**src/rtl/osc_pkg.sv**
```systemverilog
// Shared encodings for the multi-waveform oscillator: modes, register map,
// triangle direction and the byte-strobe merge helper.
package osc_pkg;

  typedef enum logic [1:0] {
    OSC_OFF = 2'd0,
    OSC_SAW = 2'd1,
    OSC_TRI = 2'd2,
    OSC_SQR = 2'd3
  } osc_mode_e;

  localparam logic [1:0] REG_DIV    = 2'd0;
  localparam logic [1:0] REG_CTRL   = 2'd1;
  localparam logic [1:0] REG_DUTY   = 2'd2;
  localparam logic [1:0] REG_STATUS = 2'd3;

  typedef enum logic {
    DIR_UP   = 1'b0,
    DIR_DOWN = 1'b1
  } tri_dir_e;

  // Replace only the bytes selected by wstrb; callers truncate to register width.
  function automatic logic [31:0] apply_wstrb(input logic [31:0] old_val,
                                              input logic [31:0] wdata,
                                              input logic [3:0]  wstrb);
    logic [31:0] res;
    res = old_val;
    for (int b = 0; b < 4; b++) begin
      if (wstrb[b]) res[8*b +: 8] = wdata[8*b +: 8];
    end
    return res;
  endfunction

endpackage

```
**src/rtl/osc_multi_if.sv**
```systemverilog
// valid/ready memory-bus slave port of the oscillator (CPU side is master).
interface osc_multi_if;
  logic        valid;
  logic        ready;
  logic [3:0]  wstrb;
  logic [31:0] addr;
  logic [31:0] wdata;
  logic [31:0] rdata;

  modport master (output valid, wstrb, addr, wdata, input  ready, rdata);
  modport slave  (input  valid, wstrb, addr, wdata, output ready, rdata);
endinterface

```
**src/rtl/osc_prescaler.sv**
```systemverilog
// Step-rate divider: counts 0..div and emits a one-cycle tick at div.
module osc_prescaler #(
  parameter int DIV_W = 32
) (
  input  logic             clk,
  input  logic             reset,
  input  logic             clear,
  input  logic [DIV_W-1:0] div,
  output logic             tick
);

  logic [DIV_W-1:0] cnt_q, cnt_d;

  // clear wins over a pending tick so a register write drops the step
  assign tick = ~clear && (cnt_q == div);

  always_comb begin
    cnt_d = cnt_q + 1'b1;
    if (clear || tick) cnt_d = '0;
  end

  always_ff @(posedge clk) begin
    if (reset) cnt_q <= '0;
    else       cnt_q <= cnt_d;
  end

endmodule

```
**src/rtl/osc_multi.sv**
```systemverilog
// Multi-waveform oscillator (saw/triangle/square) behind a valid/ready bus.
// Optional cycle-start pulse port `sync` when OSC_MULTI_SYNC_EN is defined.
module osc_multi
  import osc_pkg::*;
#(
  parameter int OUT_W = 8,
  parameter int DIV_W = 32
) (
  input  logic             clk,
  input  logic             reset,
  osc_multi_if.slave       bus,
  output logic [OUT_W-1:0] out
`ifdef OSC_MULTI_SYNC_EN
  ,
  output logic             sync
`endif
);

  localparam logic [OUT_W-1:0] MAX = '1;

  logic             ready_q;
  logic [31:0]      rdata_q, rd_val;
  logic [DIV_W-1:0] div_q, div_d;
  osc_mode_e        mode_q, mode_d;
  logic [OUT_W-1:0] duty_q, duty_d;
  logic [OUT_W-1:0] phase_q, phase_d;
  logic [OUT_W-1:0] out_q, out_d;
  tri_dir_e         dir_q, dir_d;
  logic [1:0]       reg_idx;
  logic             access, wr_en, running, clear, tick;
  logic             unused_addr;

  assign reg_idx     = bus.addr[3:2];
  assign unused_addr = ^{bus.addr[31:4], bus.addr[1:0]};
  assign access      = bus.valid & ~ready_q;
  assign wr_en       = access & (|bus.wstrb);
  assign running     = (div_q != '0) && (mode_q != OSC_OFF);
  assign clear       = (wr_en && (reg_idx == REG_DIV || reg_idx == REG_CTRL)) || !running;

  osc_prescaler #(.DIV_W(DIV_W)) u_prescaler (
    .clk   (clk),
    .reset (reset),
    .clear (clear),
    .div   (div_q),
    .tick  (tick)
  );

  // NOTE: every signal assigned in an always_comb gets a default first, so no latch is inferred.
  always_comb begin
    div_d  = div_q;
    mode_d = mode_q;
    duty_d = duty_q;
    if (wr_en) begin
      case (reg_idx)
        REG_DIV:  div_d  = DIV_W'(apply_wstrb(32'(div_q), bus.wdata, bus.wstrb));
        REG_CTRL: mode_d = osc_mode_e'(2'(apply_wstrb(32'(mode_q), bus.wdata, bus.wstrb)));
        REG_DUTY: duty_d = OUT_W'(apply_wstrb(32'(duty_q), bus.wdata, bus.wstrb));
        default:  ;
      endcase
    end
  end

  always_comb begin
    rd_val = '0;
    case (reg_idx)
      REG_DIV:  rd_val = 32'(div_q);
      REG_CTRL: rd_val = 32'(mode_q);
      REG_DUTY: rd_val = 32'(duty_q);
      default: begin
        rd_val[OUT_W-1:0] = out_q;
        rd_val[16]        = dir_q;
        rd_val[17]        = running;
      end
    endcase
  end

  // NOTE: sequential state uses non-blocking assignments so all registers update from pre-edge values.
  always_ff @(posedge clk) begin
    if (reset) begin
      ready_q <= 1'b0;
      rdata_q <= '0;
      div_q   <= '0;
      mode_q  <= OSC_OFF;
      duty_q  <= '0;
    end else begin
      ready_q <= access;
      rdata_q <= access ? rd_val : '0;
      div_q   <= div_d;
      mode_q  <= mode_d;
      duty_q  <= duty_d;
    end
  end

  // Waveform state register
  always_ff @(posedge clk) begin
    if (reset) begin
      phase_q <= '0;
      dir_q   <= DIR_UP;
      out_q   <= '0;
    end else begin
      phase_q <= phase_d;
      dir_q   <= dir_d;
      out_q   <= out_d;
    end
  end

  // Next state: saw/square ramp with wrap, triangle bounces between 0 and MAX
  always_comb begin
    phase_d = phase_q;
    dir_d   = dir_q;
    if (clear) begin
      phase_d = '0;
      dir_d   = DIR_UP;
    end else if (tick) begin
      if (mode_q == OSC_TRI) begin
        if (dir_q == DIR_UP) begin
          phase_d = phase_q + 1'b1;
          if (phase_d == MAX) dir_d = DIR_DOWN;
        end else begin
          phase_d = phase_q - 1'b1;
          if (phase_d == '0) dir_d = DIR_UP;
        end
      end else begin
        phase_d = phase_q + 1'b1;
      end
    end
  end

  always_comb begin
    out_d = out_q;
    if (clear) begin
      out_d = '0;
    end else if (tick) begin
      if (mode_q == OSC_SQR) out_d = (phase_d < duty_q) ? MAX : '0;
      else                   out_d = phase_d;
    end
  end

  assign out         = out_q;
  assign bus.ready   = ready_q;
  assign bus.rdata   = rdata_q;

`ifdef OSC_MULTI_SYNC_EN
  logic sync_q, sync_d;

  // Pulse only when a step lands phase on 0 through a wrap, never on a clear
  always_comb begin
    sync_d = 1'b0;
    if (tick) begin
      if (mode_q == OSC_TRI) sync_d = (dir_q == DIR_DOWN) && (phase_q == OUT_W'(1));
      else                   sync_d = (phase_q == MAX);
    end
  end

  always_ff @(posedge clk) begin
    if (reset) sync_q <= 1'b0;
    else       sync_q <= sync_d;
  end

  assign sync = sync_q;
`endif

endmodule

```
**src/flat_wrapper.sv**
```systemverilog
// flat-port wrapper written by rule: the top's interface ports become plain ports
module osc_multi_flat import osc_pkg::*;
#(
  parameter int OUT_W = 8,
  parameter int DIV_W = 32
)
  (clk, reset, out, bus_valid, bus_wstrb, bus_addr, bus_wdata, bus_ready, bus_rdata);
  osc_multi_if bus_i ();
  input  logic clk;
  input  logic reset;
  output logic [OUT_W-1:0] out;
  input wire logic [$bits(bus_i.valid)-1:0] bus_valid;
  input wire logic [$bits(bus_i.wstrb)-1:0] bus_wstrb;
  input wire logic [$bits(bus_i.addr)-1:0] bus_addr;
  input wire logic [$bits(bus_i.wdata)-1:0] bus_wdata;
  output wire logic [$bits(bus_i.ready)-1:0] bus_ready;
  output wire logic [$bits(bus_i.rdata)-1:0] bus_rdata;
  assign bus_i.valid = bus_valid;
  assign bus_i.wstrb = bus_wstrb;
  assign bus_i.addr = bus_addr;
  assign bus_i.wdata = bus_wdata;
  assign bus_ready = bus_i.ready;
  assign bus_rdata = bus_i.rdata;
  osc_multi #(.OUT_W(OUT_W), .DIV_W(DIV_W)) u_core (.clk(clk), .reset(reset), .bus(bus_i), .out(out));
endmodule
```
**config.mk**
```make
export PLATFORM = sky130hd
export DESIGN_NAME = osc_multi_flat
export DESIGN_NICKNAME = d
export VERILOG_FILES = /design/src/rtl/osc_pkg.sv /design/src/rtl/osc_multi_if.sv /design/src/rtl/osc_prescaler.sv /design/src/rtl/osc_multi.sv /design/src/flat_wrapper.sv
export SDC_FILE = /design/constraint.sdc
export NUM_CORES = 1
export LEC_CHECK = 0
export ABC_AREA = 1
export CAP_MARGIN = 20
export CORE_MARGIN = 2
export CORE_UTILIZATION = 30
export CTS_BUF_LIST = sky130_fd_sc_hd__clkbuf_4 sky130_fd_sc_hd__clkbuf_8
export CTS_CLUSTER_SIZE = 40
export DETAILED_ROUTE_END_ITERATION = 8
export DONT_BUFFER_PORTS = 1
export SLEW_MARGIN = 10
export SYNTH_ARGS = -nofsm -noshare
export SYNTH_HDL_FRONTEND = slang
export SYNTH_SLANG_ARGS = --single-unit
```
**constraint.sdc**
```tcl
create_clock -name clk -period 4 [get_ports clk]
set_clock_uncertainty 0.05 [all_clocks]
set_input_delay 0.6 -clock clk [delete_from_list [all_inputs] [get_ports clk]]
set_output_delay 0.6 -clock clk [all_outputs]
set_load 0.01 [all_outputs]
```
==> impl_results.md, run 1 <==
* Outcome: finished, final reports clean
* Top cell type by total area after synthesis: dfxtp_1
* Register Area at 2480 um2
* Top Family by Delay on Critical Path: simple AND/OR/NAND/NOR gates
* Initial DRT Pass Iterations at 5
* YS warnings at 0
* Vias post-DR at 4960
* Multi-input logic area at 2820 um2
* First-pass GRT wire length at 23700 um
* Worst path buffer plus inverter count at 3
* Vias in the first global route at 4548
* Root Driver: clkbuf_8
* Drt initial violations at 359
* Fillers at 2092
* DR WL met3 at 1220 um
* Clock Latency Late Sink at 450 ps
* Crit Path Class: flop to flop
* Maximum VDD drop at 0.000218 V
* Startpoint types: flop
* Initial Utilization at 30.3%
* Cell mode on critical path: nand2_1
* Top Metal Used: met4
* Slew headroom at 42.6%
* # IOs at 112
* DRC viols at 0
* Fin crit period at 3300 ps
* I/O Buffers at 0
* Primary FF master, synth: dfxtp_1
* TritonCTS buffer count at 17
* Core area at 19300 um2
* Critical path's slowest cell: a2111oi_0
* Post-Syn Area at 5840 um2
* Register area share after synthesis at 42.5%
* Routed metal-1 wirelength at 7270 um
* Die W at 144 um
* Post-CTS Resized at 0
* CP Capture Type: flop
* WL met2 at 6380 um
* Routed WL per cell at 14.0 um
* Crit path cell chain: inv_1 -> nand2_1 -> nand2_1 -> nand3_1 -> nor2_1 -> nand2_1 -> nor2_1 -> nand2_1 -> inv_1 -> o21ai_0 -> nand2_1 -> inv_1 -> ha_1 -> a21oi_1 -> nor2_1 -> a2111oi_0 -> nand2_2 -> a21oi_1
* Row count at 51
* Core Util, Final at 34.0%
* # diodes at 0
* CTS H-tree depth at 4
* Max-slew violation count at 0
* Avg Cell Area, Syn at 7.35 um2
* Final worst slack at 696 ps
* Post-synth EDFFs at 0
* Die area at 20600 um2
* Endpoints failing setup at 0
* Chip height at 144 um
* Commonest cells in the netlist: nand2_1, dfxtp_1, inv_1, nor2_1, a21oi_1
* Pin count of the biggest net entering global routing at 43
* Synth async-reset ratio at 0%
* Yosys reg bits at 124
* Tcrit/Tclk final at 82.6%
* Final WL at 15000 um
* Netlist cell types at 45
* GP Congestion at 0.853
* Total clock sinks at 124
* CTS Hold Bufs at 0
* Total global routing overflow at 0
* Total track usage at 14.9%
* Detail Route Antenna Nets at 0
* Fmax at 0.303 GHz
* Worst path max stage delay at 380 ps
* Hold Crit Class: input port to flop
* Synthesized instance count at 795
* Final hold vios at 0
* Worst EP arrival at 3640 ps
* CTS tree: yes
* Req. time, crit path at 4330 ps
* Place WS at 721 ps
* Fraction of layout instances using a drive strength above 1 at 8.02%
* Worst-Margin Slew at 859 ps
* Net count, final at 881
* Layout Area Growth over Synthesis at 12.2%
* Drt via density at 4.61
* Max cap viols at 0
* Initial antenna violation count at 0
* Most area-consuming cells after synthesis: dfxtp_1, nand2_1, inv_1, a21oi_1, nor2_1
* P per Cell Area at 394 nW/um2
* Pleak at 2.49 nW
* Worst-path clk slew at 80 ps
* Crit path max fanout at 15
* Clock buffer depth at 2
* Total negative slack at 0 ps
* Final hold slack at 159 ps
* Synthesized Nets at 878
* Post-CTS setup buffers at 0
* Unrepaired setup endpoints after global routing: no
* Share of the synthesized area in the top cell type at 42.5%
* DP HPWL at 11300 um
* Count leader, synth: nand2_1
layer usage:
layer	global-route usage [%]	up-vias
met4	4.54	0
met2	21.6	146
li1	-	2582
met1	20.8	2223
met3	4.97	9
met5	0	-
per-stage QoR:
| step | cells | power, mW | instance area [um2] |
|---|---|---|---|
| after floorplan | 795 | 1.41 | 5840 |
| after global placement | 1043 | 1.45 | 6110 |
| after detailed placement | 1043 | 1.45 | 6110 |
| after CTS | 1074 | 2.60 | 6530 |
| after global routing | 1075 | 2.68 | 6550 |
| final | 1075 | 2.58 | 6550 |
kinds of logic after synthesis:
logic type / Yosys count / share of synthesized area (%)
flops: 124 / 42.5
fa+ha+maj: 12 / 2.57
buf+inv: 141 / 9.19
xor+xnor: 33 / 4.95
compound gates: 162 / 15.1
simple gates: 323 / 25.6
worst register-to-register path: stages, from the launching register on:
cell	delay [ps]
dfxtp_1	350
inv_1	170
nand2_1	70
nand2_1	50
nand3_1	80
nor2_1	110
nand2_1	110
nor2_1	180
nand2_1	90
inv_1	330
o21ai_0	220
nand2_1	120
inv_1	50
ha_1	300
a21oi_1	150
nor2_1	50
a2111oi_0	380
nand2_2	200
a21oi_1	180
layout make-up:
cell class              count  area share, %
inverters                 121           6.93
repair buffers              4          0.764
well taps                 265           5.06
clock inverters            13           2.56
multi-input cells         530           43.0
clock buffers              18           3.78
flip-flops and latches    124           37.9
power by group:
group	switching, mW	internal (mW)	leakage, nW
Clock	0.523	0.632	0.194
Sequential	0.0132	1.25	1.00
Combinational	0.114	0.0475	1.30
flip-flops by register name, summed over array words and instances, names as in the netlist:
register,count
u_core.bus.rdata,32
u_core.div_q,32
u_core.u_prescaler.cnt_q,32
u_core.duty_q,8
u_core.out,8
u_core.phase_q,8
u_core.mode_q,2
u_core.bus.ready,1
u_core.dir_q,1
path summary, 6_finish.rpt:
check | from | to | slack, ps | cells after the start
max | u_core.u_prescaler.cnt_q[9] | u_core.out[1] | 700 | 18
min | reset | u_core.phase_q[5] | 160 | 1
max reg2reg | u_core.u_prescaler.cnt_q[9] | u_core.out[1] | 700 | 18
min reg2reg | u_core.dir_q | u_core.dir_q | 430 | 2
placed cells by master, fill, tap and decap left out, types with 5 or more instances in the layout:
cell type / n
nor3b_1: 8
o21ai_0: 61
inv_1: 114
xnor2_1: 22
o221ai_1: 5
dfxtp_1: 124
a21oi_1: 73
nor2_1: 93
nand3_1: 13
clkinvlp_4: 5
clkbuf_8: 18
nand4_1: 14
nand2_1: 144
nor3_1: 19
xor2_1: 11
ha_1: 12
Power figures use the tool's default switching activity.
==> run 2, diff against run 1 <==
Clock period 4 ns to 2.9 ns, I/O delays scaled along.
==> run 2 against run 1 <==
Total power is 43% higher. Critical path depth fell by 1. Critical path type unchanged. Register-to-register slack got worse by 680 ps. Clock power up 43%. Non-clock buffer count up 84. Count of clock-buffer cells in the layout grew 2. Final area is 13% higher. Wire length is 8.0% higher. Critical endpoint is now u_core.out[2]. Via count increased by 8.1%. Sequential power increased by 38%.
==> impl_results.md, run 2 (synthesized netlist as in run 1, its figures left out) <==
* Outcome: finished, final reports clean
* Fmax at 0.346 GHz
* Net Sw Frac at 25.4%
* Fin crit period at 2890 ps
* I/O Buffers at 0
* Max cap viols at 0
* Initial DRT Pass Iterations at 5
* Critical Path Source: u_core.div_q[18]
* Initial antenna violation count at 1
* Total global routing overflow at 0
* Vias post-DR at 5362
* Final WL at 16200 um
* Layout Area Growth over Synthesis at 26.8%
* DP HPWL at 11900 um
* GP Congestion at 0.880
* Detail Route Antenna Nets at 0
* Maximum VDD drop at 0.000307 V
* FF-to-FF setup slack at 10 ps
* Pin count of the biggest net entering global routing at 33
* Row count at 51
* Placed cell count at 1123
* Total clock sinks at 124
* Unrepaired setup endpoints after global routing: yes
* P per Cell Area at 500 nW/um2
* Total negative slack at 0 ps
* # IOs at 112
* Drt initial violations at 437
* Root Driver: clkbuf_8
* Tcrit/Tclk final at 99.6%
* Die area at 20600 um2
* DRC viols at 0
* Crit path cell chain: xnor2_2 -> nand2_2 -> nor2_2 -> nand2_1 -> nor2_2 -> nand2_4 -> a21oi_2 -> o21ai_1 -> o21ai_1 -> nand2_1 -> inv_2 -> ha_4 -> a21oi_4 -> nor2_2 -> a2111oi_2 -> nand2_2 -> a21oi_2
* Req. time, crit path at 3230 ps
* Most common cell after layout, fill and taps aside: nand2_1
* Comb power frac at 8.0%
* Final instance area at 7410 um2
* Internal Pwr Total at 2.76 mW
* Clock share of power at 44.9%
* Worst EP arrival at 3220 ps
* Fraction of layout instances using a drive strength above 1 at 23.6%
* Net Sw Power at 0.939 mW
* Vias in the first global route at 4745
* Initial Utilization at 30.3%
* Endpoints failing setup at 0
* Pleak at 2.95 nW
* Core Util, Final at 38.4%
* Total power at 3.70 mW
* Worst path max stage delay at 360 ps
* Worst-Margin Slew at 702 ps
* Worst R2R Start: u_core.div_q[18]
* Final hold slack at 87.2 ps
* Final worst slack at 11.5 ps
* First-pass GRT wire length at 24800 um
* Most frequent cells in the layout: nand2_1, dfxtp_1, inv_1
* DP Area at 6710 um2
* R2r worst-path depth at 17
* Net count, final at 965
* Total track usage at 15.6%
* Startpoint types: flop
* Slew headroom at 53.2%
* CTS tree: yes
* Die W at 144 um
* CP Capture Type: flop
* Hold Crit Class: input port to flop
* Worst-path clk slew at 80 ps
* Reg-to-reg endpoint: u_core.out[2]
* Crit path max fanout at 8
* Worst setup endpoint: u_core.out[2]
* TritonCTS buffer count at 17
* CTS H-tree depth at 4
* Routed WL per cell at 14.0 um
* Place WS at -135 ps
* Final hold vios at 0
* Chip height at 144 um
* Critical path's slowest cell: a2111oi_2
* Max-slew violation count at 0
* Core area at 19300 um2
* Clock Latency Late Sink at 450 ps
* Reg power frac at 47.2%
* Crit Path Class: flop to flop
* Clock buffer depth at 2
* Drt via density at 4.62
* Non-filler cells, final at 1161
* Cell mode on critical path: nor2_2
## run 2: worst min path at each step
stage / slack, ps / cells past startpoint / to / startpoint
2_1_floorplan: 390 / 2 / u_core.duty_q[0] / u_core.duty_q[0]
3_3_place_gp: 400 / 2 / u_core.dir_q / u_core.dir_q
3_5_place_dp: 400 / 2 / u_core.dir_q / u_core.dir_q
4_1_cts: 50 / 2 / u_core.mode_q[1] / bus_wdata[1]
5_1_grt: 50 / 2 / u_core.mode_q[1] / bus_wdata[1]
6_report: 90 / 2 / u_core.mode_q[1] / bus_wdata[1]
## run 2: cell type report
cell class	instances	area [um2]
Sequential cell	124	2510
Clock inverter	12	163
Antenna cell	1	2.50
Multi-Input combinational cell	530	3010
Clock buffer	20	275
Inverter	121	454
Fill cell	2026	11900
Tap cell	265	332
Timing Repair Buffer	88	667
## run 2: what timing repair did
item                                    in CTS  in global routing
hold buffers                                 1                  0
setup buffers                                0                  4
gates resized for setup                      2                 71
hold endpoints to repair                     4                  0
endpoints found under the setup margin       8                  8
pin swaps                                    1                 27
## run 2: critical path, delay by kind of cell, from the launching register on
| kind | cells | cell delay, ps |
|---|---|---|
| AOI/OAI and AO/OA | 6 | 1020 |
| and+or+nand+nor | 8 | 970 |
| buffers and inverters | 1 | 90 |
| DFF | 1 | 340 |
| xor gates and xnor gates | 1 | 160 |
| adders and majority gates | 1 | 200 |
## run 2: per-layer routing
| metal | GRT usage, % | vias to the layer above | share of wire (%) | routed length, um |
|---|---|---|---|---|
| met5 | 0 | - | 0 | 0 |
| met4 | 4.49 | 0 | 1.0 | 163 |
| met3 | 4.23 | 14 | 7.4 | 1200 |
| met2 | 23.2 | 171 | 44 | 7180 |
| met1 | 22.0 | 2423 | 47 | 7670 |
| li1 | - | 2754 | - | - |
## run 2: power by group through the flow
stage	combinational (mW)	clock (mW)	sequential (mW)
floorplan	0.160	0	1.78
global placement	0.250	0	1.78
detailed placement	0.251	0	1.78
CTS	0.254	1.69	1.74
global route	0.326	1.76	1.75
finish	0.295	1.66	1.74
==> run 3, diff against run 2 <==
Settings changed: CORE_UTILIZATION 30 to 40, HOLD_SLACK_MARGIN from default to 0.08, REMOVE_ABC_BUFFERS from default to 1.
==> run 3 against run 2 <==
Total power increased by 4.5%. Die area decreased by 24%. Largest cell class unchanged. Count of clock-buffer cells in the layout increased by 5. First-iteration DRC count decreased by 30%. Critical path depth increased by 2. Clock power increased by 11%. Final cell count decreased by 7.1%. Highest routed layer unchanged. Critical path type unchanged. Sequential share of layout area increased by 0.45 points.
==> impl_results.md, run 3 (synthesized netlist as in run 1, its figures left out) <==
* Die W at 125 um
* Worst EP arrival at 3000 ps
* Max cap viols at 0
* FF-to-FF setup slack at 220 ps
* P per Cell Area at 532 nW/um2
* # diodes at 0
* Hold Path Sink: u_core.out[0]
* # IOs at 112
* Total global routing overflow at 0
* Chip height at 125 um
* Final hold slack at 138 ps
* Startpoint types: flop
* Total track usage at 20.5%
* Final hold vios at 0
* Clock buffer depth at 2
* Crit Path Class: flop to flop
* Routed WL per cell at 14.4 um
* DRC viols at 0
* Root Driver: clkbuf_8
* Core area at 14400 um2
* TritonCTS buffer count at 17
* Total clock sinks at 124
* Maximum VDD drop at 0.000457 V
* Pleak at 2.97 nW
* Outcome: finished, final reports clean
* CTS tree: yes
* Total power at 3.87 mW
* Final WL at 15600 um
* Fin crit period at 2680 ps
* Tcrit/Tclk final at 92.4%
* Worst-path clk slew at 80 ps
* Drt initial violations at 304
* Initial DRT Pass Iterations at 5
* Worst hold start: reset
* Total negative slack at 0 ps
* DP Area at 6600 um2
* Worst R2R Start: u_core.u_prescaler.cnt_q[17]
* DP HPWL at 11500 um
* Final instance area at 7260 um2
* GP Congestion at 0.836
* Slew headroom at 48.2%
* CP Capture Type: flop
* Initial Utilization at 40.5%
* Hold Crit Class: input port to flop
* First-pass GRT wire length at 25200 um
* Most frequent cells in the layout: nand2_1, dfxtp_1, inv_1
* Net count, final at 966
* Final worst slack at 222 ps
* Die area at 15600 um2
* Reg-to-reg endpoint: u_core.out[3]
* Req. time, crit path at 3220 ps
* Drt via density at 4.85
* Unrepaired setup endpoints after global routing: yes
* Clock Latency Late Sink at 440 ps
* Crit path max fanout at 8
* Hold Path Depth at 3
* Most common cell after layout, fill and taps aside: nand2_1
* R2r worst-path depth at 19
* Vias in the first global route at 5079
* Worst-Margin Slew at 776 ps
* Max-slew violation count at 0
* Pin count of the biggest net entering global routing at 33
* I/O Buffers at 0
* Fraction of layout instances using a drive strength above 1 at 20.3%
* Endpoints failing setup at 0
* Row count at 44
* Vias post-DR at 5228
* Fmax at 0.373 GHz
* CTS H-tree depth at 4
* Layout Area Growth over Synthesis at 24.3%
* Initial antenna violation count at 0
* Detail Route Antenna Nets at 0
* Place WS at -214 ps
[run 3: cell count changes in the layout (fill, tap and decap cells not counted), sizes merged]
cell	change
clkinvlp	-2
clkbuf	+5
clkinv	-4
inv	-2
dlygate4sd3	+1
diode	-1
bufinv	+2
[run 3: per-stage QoR]
step	utilization, %	instances
final	50.3	1079
after global routing	50.3	1079
after CTS	49.3	1074
after detailed placement	45.8	1041
after global placement	45.8	1041
after floorplan	-	775
[run 3: worst max path at each step]
| stage | start | endpoint | slack [ps] | cells past startpoint |
|---|---|---|---|---|
| detailed placement | u_core.u_prescaler.cnt_q[12] | u_core.out[0] | -210 | 19 |
| floorplan | u_core.u_prescaler.cnt_q[9] | u_core.out[5] | 100 | 18 |
| finish | u_core.u_prescaler.cnt_q[17] | u_core.out[3] | 220 | 19 |
| global placement | u_core.div_q[30] | u_core.out[1] | -190 | 17 |
| CTS | u_core.u_prescaler.cnt_q[12] | u_core.out[1] | 50 | 19 |
| global route | u_core.div_q[30] | u_core.out[1] | -30 | 17 |
[run 3: worst max-delay path, stage by stage (launching register included)]
cell	delay, ps
dfxtp_1	330
inv_1	70
nand2_1	50
nand2_1	80
nand2_1	50
nor2_1	90
nand2_1	110
nor2_4	170
nand2_4	110
a21oi_2	110
o21ai_1	60
o21ai_1	100
nand2_1	100
inv_2	100
ha_4	210
a21oi_2	130
nor2_1	60
a2111oi_2	240
nand2_2	210
a21oi_1	170
[run 3: final cells by class]
type / instances / area, um2
fill: 1454 / 7160
multi-input combinational: 530 / 2930
sequential: 124 / 2490
timing repair buffer: 89 / 673
inverter: 121 / 454
clock buffer: 25 / 325
tap: 184 / 230
clock inverter: 6 / 155
[run 3: power by group]
group | internal, mW | switching, mW | leakage (nW)
Combinational | 0.104 | 0.180 | 1.72
Clock | 1.16 | 0.673 | 0.247
Sequential | 1.73 | 0.0197 | 1.00
[run 3: repair_timing]
item / in CTS / in global routing
hold endpoints to repair: 5 / 0
gates resized for setup: 5 / 37
hold buffers: 2 / 0
pin swaps: 1 / 6
buffers inserted: 0 / 5
endpoints found under the setup margin: 8 / 8
[run 3: metal layers]
metal	track usage, %	vias to the layer above	share of wire, %
met4	6.41	0	1.5
met3	6.87	17	6.0
met1	28.1	2336	50
li1	-	2757	-
met2	30.6	118	43
met5	0	-	0
